File: src/rtl/matmul_host_sequencer.sv
// Host-side sequencer for the 8x8 matmul block: writes streamed A/B rows into the
// block's RAMs, runs the multiply, then streams C rows back through a credit-limited buffer.
module matmul_host_sequencer #(
  parameter int DWIDTH       = 16,
  parameter int MAT_SIZE     = 8,
  parameter int AWIDTH       = 7,
  parameter int WR_LAT       = 2,
  parameter int RD_LAT       = 3,
  parameter int DONE_TIMEOUT = 1024
) (
  input  logic                       clk,
  input  logic                       reset,
  input  logic                       go,
  input  logic                       in_valid,
  output logic                       in_ready,
  input  logic [MAT_SIZE*DWIDTH-1:0] in_data,
  output logic                       out_valid,
  input  logic                       out_ready,
  output logic [MAT_SIZE*DWIDTH-1:0] out_data,
  output logic                       busy,
  output logic                       error,
  output logic                       enable_writing_to_mem,
  output logic                       enable_reading_from_mem,
  output logic [AWIDTH-1:0]          addr_pi,
  output logic [MAT_SIZE*DWIDTH-1:0] data_pi,
  output logic                       we_a,
  output logic                       we_b,
  output logic                       we_c,
  output logic                       start_mat_mul,
  input  logic                       done_mat_mul,
  input  logic [MAT_SIZE*DWIDTH-1:0] data_from_out_mat
);
  localparam int ROW_W = MAT_SIZE*DWIDTH;
  localparam int CW    = $clog2(MAT_SIZE+1);
  localparam int TW    = $clog2(DONE_TIMEOUT);
  localparam int DW    = $clog2(WR_LAT+2);
  localparam int BUF_D = RD_LAT+1;
  localparam int BW    = $clog2(BUF_D+1);
  localparam int PW    = $clog2(BUF_D);

  localparam logic [CW-1:0] ROWS     = CW'(MAT_SIZE);
  localparam logic [CW-1:0] LAST_ROW = CW'(MAT_SIZE-1);
  localparam logic [TW-1:0] T_LAST   = TW'(DONE_TIMEOUT-1);
  localparam logic [DW-1:0] D_LAST   = DW'(WR_LAT);
  localparam logic [BW-1:0] CREDITS  = BW'(BUF_D);
  localparam logic [PW-1:0] P_LAST   = PW'(BUF_D-1);

  typedef enum logic [2:0] {
    S_IDLE, S_LOAD_A, S_LOAD_B, S_DRAIN, S_COMPUTE, S_GAP, S_READ_C
  } state_t;

  state_t                       state;
  logic [CW-1:0]                row_cnt, issue_cnt, pop_cnt;
  logic [DW-1:0]                drain_cnt;
  logic [TW-1:0]                cmp_cnt;
  logic [AWIDTH-1:0]            addr_q;
  logic [WR_LAT-1:0][ROW_W-1:0] wr_data_pipe;
  logic [WR_LAT-1:0]            wr_a_pipe, wr_b_pipe;
  logic [RD_LAT:1]              vld_pipe;
  logic [BW-1:0]                credit, rcnt;
  logic [PW-1:0]                rd_ptr, wr_ptr;
  logic [ROW_W-1:0]             rbuf [BUF_D];
  logic                         accept, issue, push, pop;

  // Credit = rows in flight through the RAM read pipe plus rows buffered, so the
  // buffer can never overflow no matter how long out_ready stays low.
  assign accept    = in_valid & in_ready;
  assign issue     = (state == S_READ_C) && (issue_cnt < ROWS) && (credit < CREDITS);
  assign push      = vld_pipe[RD_LAT];
  assign pop       = out_valid & out_ready;
  assign out_valid = (rcnt != '0);
  assign out_data  = rbuf[rd_ptr];
  assign addr_pi   = accept ? AWIDTH'(row_cnt) : issue ? AWIDTH'(issue_cnt) : addr_q;
  assign data_pi   = wr_data_pipe[WR_LAT-1];
  assign we_a      = wr_a_pipe[WR_LAT-1];
  assign we_b      = wr_b_pipe[WR_LAT-1];

  always_ff @(posedge clk) begin
    if (reset) begin
      addr_q       <= '0;
      wr_data_pipe <= '0;
      wr_a_pipe    <= '0;
      wr_b_pipe    <= '0;
      vld_pipe     <= '0;
      credit       <= '0;
      rcnt         <= '0;
      rd_ptr       <= '0;
      wr_ptr       <= '0;
      for (int i = 0; i < BUF_D; i++) rbuf[i] <= '0;
    end else begin
      addr_q          <= addr_pi;
      wr_data_pipe[0] <= accept ? in_data : '0;
      wr_a_pipe[0]    <= accept && (state == S_LOAD_A);
      wr_b_pipe[0]    <= accept && (state == S_LOAD_B);
      for (int i = 1; i < WR_LAT; i++) begin
        wr_data_pipe[i] <= wr_data_pipe[i-1];
        wr_a_pipe[i]    <= wr_a_pipe[i-1];
        wr_b_pipe[i]    <= wr_b_pipe[i-1];
      end
      vld_pipe[1] <= issue;
      for (int i = 2; i <= RD_LAT; i++) vld_pipe[i] <= vld_pipe[i-1];
      credit <= credit + BW'(issue) - BW'(pop);
      rcnt   <= rcnt + BW'(push) - BW'(pop);
      if (push) begin
        rbuf[wr_ptr] <= data_from_out_mat;
        wr_ptr       <= (wr_ptr == P_LAST) ? '0 : wr_ptr + 1'b1;
      end
      if (pop) rd_ptr <= (rd_ptr == P_LAST) ? '0 : rd_ptr + 1'b1;
    end
  end

  always_ff @(posedge clk) begin
    if (reset) begin
      state                   <= S_IDLE;
      row_cnt                 <= '0;
      issue_cnt               <= '0;
      pop_cnt                 <= '0;
      drain_cnt               <= '0;
      cmp_cnt                 <= '0;
      in_ready                <= 1'b0;
      busy                    <= 1'b0;
      error                   <= 1'b0;
      enable_writing_to_mem   <= 1'b0;
      enable_reading_from_mem <= 1'b0;
      start_mat_mul           <= 1'b0;
      we_c                    <= 1'b0;
    end else begin
      unique case (state)
        S_IDLE: if (go) begin
          state                 <= S_LOAD_A;
          error                 <= 1'b0;
          busy                  <= 1'b1;
          in_ready              <= 1'b1;
          enable_writing_to_mem <= 1'b1;
          row_cnt               <= '0;
        end
        S_LOAD_A: if (accept) begin
          if (row_cnt == LAST_ROW) begin
            row_cnt <= '0;
            state   <= S_LOAD_B;
          end else row_cnt <= row_cnt + 1'b1;
        end
        S_LOAD_B: if (accept) begin
          if (row_cnt == LAST_ROW) begin
            row_cnt   <= '0;
            in_ready  <= 1'b0;
            drain_cnt <= '0;
            state     <= S_DRAIN;
          end else row_cnt <= row_cnt + 1'b1;
        end
        // Let the last B writes leave the delay line before the multiply starts.
        S_DRAIN: begin
          if (drain_cnt == D_LAST) begin
            state                 <= S_COMPUTE;
            enable_writing_to_mem <= 1'b0;
            start_mat_mul         <= 1'b1;
            we_c                  <= 1'b1;
            cmp_cnt               <= '0;
          end else drain_cnt <= drain_cnt + 1'b1;
        end
        S_COMPUTE: begin
          if (done_mat_mul) begin
            state         <= S_GAP;
            start_mat_mul <= 1'b0;
            we_c          <= 1'b0;
          end else if (cmp_cnt == T_LAST) begin
            state         <= S_IDLE;
            error         <= 1'b1;
            busy          <= 1'b0;
            start_mat_mul <= 1'b0;
            we_c          <= 1'b0;
          end else cmp_cnt <= cmp_cnt + 1'b1;
        end
        S_GAP: begin
          state                   <= S_READ_C;
          enable_reading_from_mem <= 1'b1;
          issue_cnt               <= '0;
          pop_cnt                 <= '0;
        end
        S_READ_C: begin
          if (issue) issue_cnt <= issue_cnt + 1'b1;
          if (pop) begin
            if (pop_cnt == LAST_ROW) begin
              state                   <= S_IDLE;
              busy                    <= 1'b0;
              enable_reading_from_mem <= 1'b0;
            end else pop_cnt <= pop_cnt + 1'b1;
          end
        end
        default: state <= S_IDLE;
      endcase
    end
  end
endmodule

File: config.mk
export PLATFORM = sky130hd
export DESIGN_NAME = matmul_host_sequencer
export DESIGN_NICKNAME = d
export VERILOG_FILES = /design/src/rtl/matmul_host_sequencer.sv
export SDC_FILE = /design/constraint.sdc
export NUM_CORES = 1
export LEC_CHECK = 0
export BUFFER_PORTS_ARGS = -buffer_cell sky130_fd_sc_hd__buf_2
export CAP_MARGIN = 10
export CORE_MARGIN = 3
export CORE_UTILIZATION = 61
export DETAILED_ROUTE_END_ITERATION = 12
export PLACE_DENSITY = 0.92
export SLEW_MARGIN = 20
export SYNTH_ARGS = -nofsm -noshare
export SYNTH_HDL_FRONTEND = slang
export SYNTH_SLANG_ARGS = --single-unit
File: constraint.sdc
create_clock -name clk -period 4.6 [get_ports clk]
set_input_delay 0.46 -clock clk [delete_from_list [all_inputs] [get_ports clk]]
set_output_delay 0.46 -clock clk [all_outputs]
set_load 0.1 [all_outputs]
==> results_dict.tcl <==
set metrics [dict create \
    cap_violations 0 \
    crit_start "state[1]" \
    tritoncts "built" \
    fin_worst_skew_ps 32.4 \
    place.gp.congestion 0.893 \
    dieHeight_um 236 \
    synth-seq-area-share_pct 67.0 \
    p_int_uw 12900 \
    cts_num_sinks 827 \
    grt_pass1_wl_mm 119 \
    floorplan.rows 83 \
    grtUsageTotal_pct 28.2 \
    cts.repair.resized 0 \
    wl_per_cell_um 23.5 \
    path_class "register to output pin" \
    cp.required_ps 4140 \
    crit_fanout 19 \
    cts_hold_buf 0 \
    finalSetupTns_ps 0 \
    route.detailed.drc 0 \
    synth_seq_cells 827 \
    grt_overflow 0 \
    ys.flop_type "edfxtp_1" \
    async_flop_share_pct 0 \
    dpl_worst_slack_ps 1480 \
    grt_max_degree 129 \
    power_frac_clock_pct 32.8 \
    dieArea_um2 55900 \
    grt_pass1_vias 20121 \
    pwr-share-seq_pct 43.4 \
    peakVddDrop_v 0.000373 \
    cp_num_buf_inv 2 \
    cts_buffers 81 \
    via_count 19010 \
    slew_viol_final 0 \
    clkLatencyLatePin_ps 610 \
    io_pins 535 \
    synth.distinct_cells 50 \
    p_sw_share_pct 33.5 \
    yosys_warnings 0 \
    rsz0062_at_grt "no" \
    max_freq_mhz 290 \
    path_delay_family "simple AND/OR/NAND/NOR gates" \
    pwr-share-comb_pct 23.8 \
    syn_to_final_growth_pct 15.6 \
    coreArea_um2 51900 \
    setup_viol 0 \
    status "finished clean" \
    portBuffers 534 \
    drt-total-wl_mm 79.6 \
    post_dp_cell_area_um2 34800 \
    setup_slack_ps 1150 \
    nFillCells 3115 \
    worstMarginPinSlew_ps 1120 \
    worstPathCellList "nand3b_1, nor3_2, inv_1, nand2_1, a31oi_1, buf_2" \
    p_per_area_nw_per_um2 516 \
    start_util_pct 62.4 \
    clkTransAtPathRegs_ps 70 \
    reg2reg_from "state[1]" \
    timing.final.crit_share_pct 74.9 \
    root_buffer "clkbuf_16" \
    final_hold_viol_count 0 \
    synth_edf_count 512 \
    critPathLaunchType "register" \
    critPathArrivalTime_ps 2990 \
    final_util_pct 72.1 \
    period_needed_ps 3450 \
    worstHoldStart "in_data[118]" \
    clockBufferDepth 3 \
    synth_nets 2505 \
    cts_setup_buffers 0 \
    die_w_um 236 \
    end_kind "output pin" \
    ant_nets 0 \
    avgSynthCellArea_um2 14.5 \
    via_per_inst 5.61 \
    hold_path.class "input port to register" \
    syn_inst 2230 \
    r2r_slack_ps 1420 \
    slowest_delay_ps 640 \
    antenna_found_initial 36 \
    drt-initial-drc-count 1463 \
    layout.nets 2895 \
    cp_slowest_cell "dfxtp_1" \
    slew_headroom_pct 25.4 \
    final_area_um2 37400 \
    dp_hpwl_mm 50.3 \
    synth_area_um2 32400 \
    htreeDepth 3 \
    p_switching_uw 6480 \
    leakagePower_uw 0.0152 \
    drive_above_1_share_pct 30.7 \
    drtPass1Iterations 4 \
    multi_input_comb_area_um2 9230 \
    p_total_uw 19300 \
    seq_area_um2 21700 \
]
cells in the final DEF, fill, tap and decap left out, drive strengths merged, types with 3 or more instances in the layout:
| master | instances |
|---|---|
| and4 | 3 |
| nand3 | 6 |
| nand2b | 9 |
| buf | 561 |
| clkinvlp | 6 |
| xor2 | 10 |
| and3 | 6 |
| nand3b | 3 |
| inv | 17 |
| nor3 | 12 |
| mux2i | 4 |
| o31ai | 4 |
| o21ai | 14 |
| clkinv | 31 |
| or2 | 4 |
| diode | 30 |
| a2bb2oi | 3 |
| nand2 | 26 |
| dfxtp | 315 |
| nor2 | 43 |
| mux4 | 128 |
| a31oi | 5 |
| and2 | 644 |
| xnor2 | 6 |
| nor2b | 141 |
| a21oi | 17 |
| edfxtp | 512 |
| a311oi | 3 |
| or3 | 6 |
| ha | 11 |
| clkbuf | 104 |
final cells by class:
type,instances,share of cell area [%]
clock inverter,40,0.702
clock buffer,104,6.12
tap,680,2.27
sequential,827,57.9
inverter,16,0.160
antenna,30,0.201
timing repair buffer,561,7.97
multi-input combinational,1133,24.6
through the flow:
stage,hold slack (ps),instances
5_1_grt,32.2,3389
3_5_place_dp,422,3217
3_3_place_gp,416,3216
4_1_cts,13.8,3361
2_1_floorplan,414,2230
6_report,44.7,3391
power groups by stage:
stage | Combinational [uW] | Sequential, uW | Clock (uW)
finish | 4590 | 8400 | 6340
global placement | 4550 | 8530 | 0
detailed placement | 4590 | 8550 | 0
floorplan | 3840 | 8430 | 0
global route | 4740 | 8440 | 6740
CTS | 4610 | 8400 | 6430
path summary, 6_finish.rpt:
path,cells after the start,to
worst max-delay path,6,addr_pi[1]
worst min-delay path,2,wr_data_pipe[118]
worst max register to register,9,credit[2]
worst min register to register,1,data_pi[65]
kinds of logic after synthesis:
group	count (synthesis)	share of synthesized area, %
simple gates	913	17.2
xor+xnor	16	0.433
mux	132	9.03
flops	827	67.0
compound gates	59	1.17
buf+inv	270	4.70
fa+ha+maj	13	0.549
layer usage:
layer  vias to the layer above  GRT usage (%)  part of all wire (%)
li1                       8398              -                     -
met1                      9484           32.8                    34
met2                       939           48.2                    52
met3                       179           7.45                   8.7
met4                        10           14.8                   4.5
met5                         -              0                 0.087
synthesized netlist by cell type (14+ instances only):
| library cell | instances | area share, % |
|---|---|---|
| nor2b_1 | 141 | 2.7 |
| and2_1 | 644 | 12 |
| nand2_1 | 26 | 0.30 |
| buf_4 | 129 | 3.0 |
| mux4_2 | 128 | 8.9 |
| a21oi_1 | 17 | 0.26 |
| o21ai_0 | 14 | 0.22 |
| edfxtp_1 | 512 | 47 |
| dfxtp_1 | 315 | 19 |
| inv_1 | 16 | 0.19 |
| nor2_1 | 43 | 0.50 |
| clkbuf_1 | 110 | 1.3 |
registers in the layout, indices dropped and copies added, names as in the netlist, 3 cells and up, named ones only:
name	flops
row_cnt	4
state	3
addr_q	7
rcnt	3
cmp_cnt	10
wr_data_pipe	128
rbuf	512
issue_cnt	4
data_pi	128
credit	3
pop_cnt	4
vld_pipe	3
No activity file was read; power rests on OpenSTA's default activity.
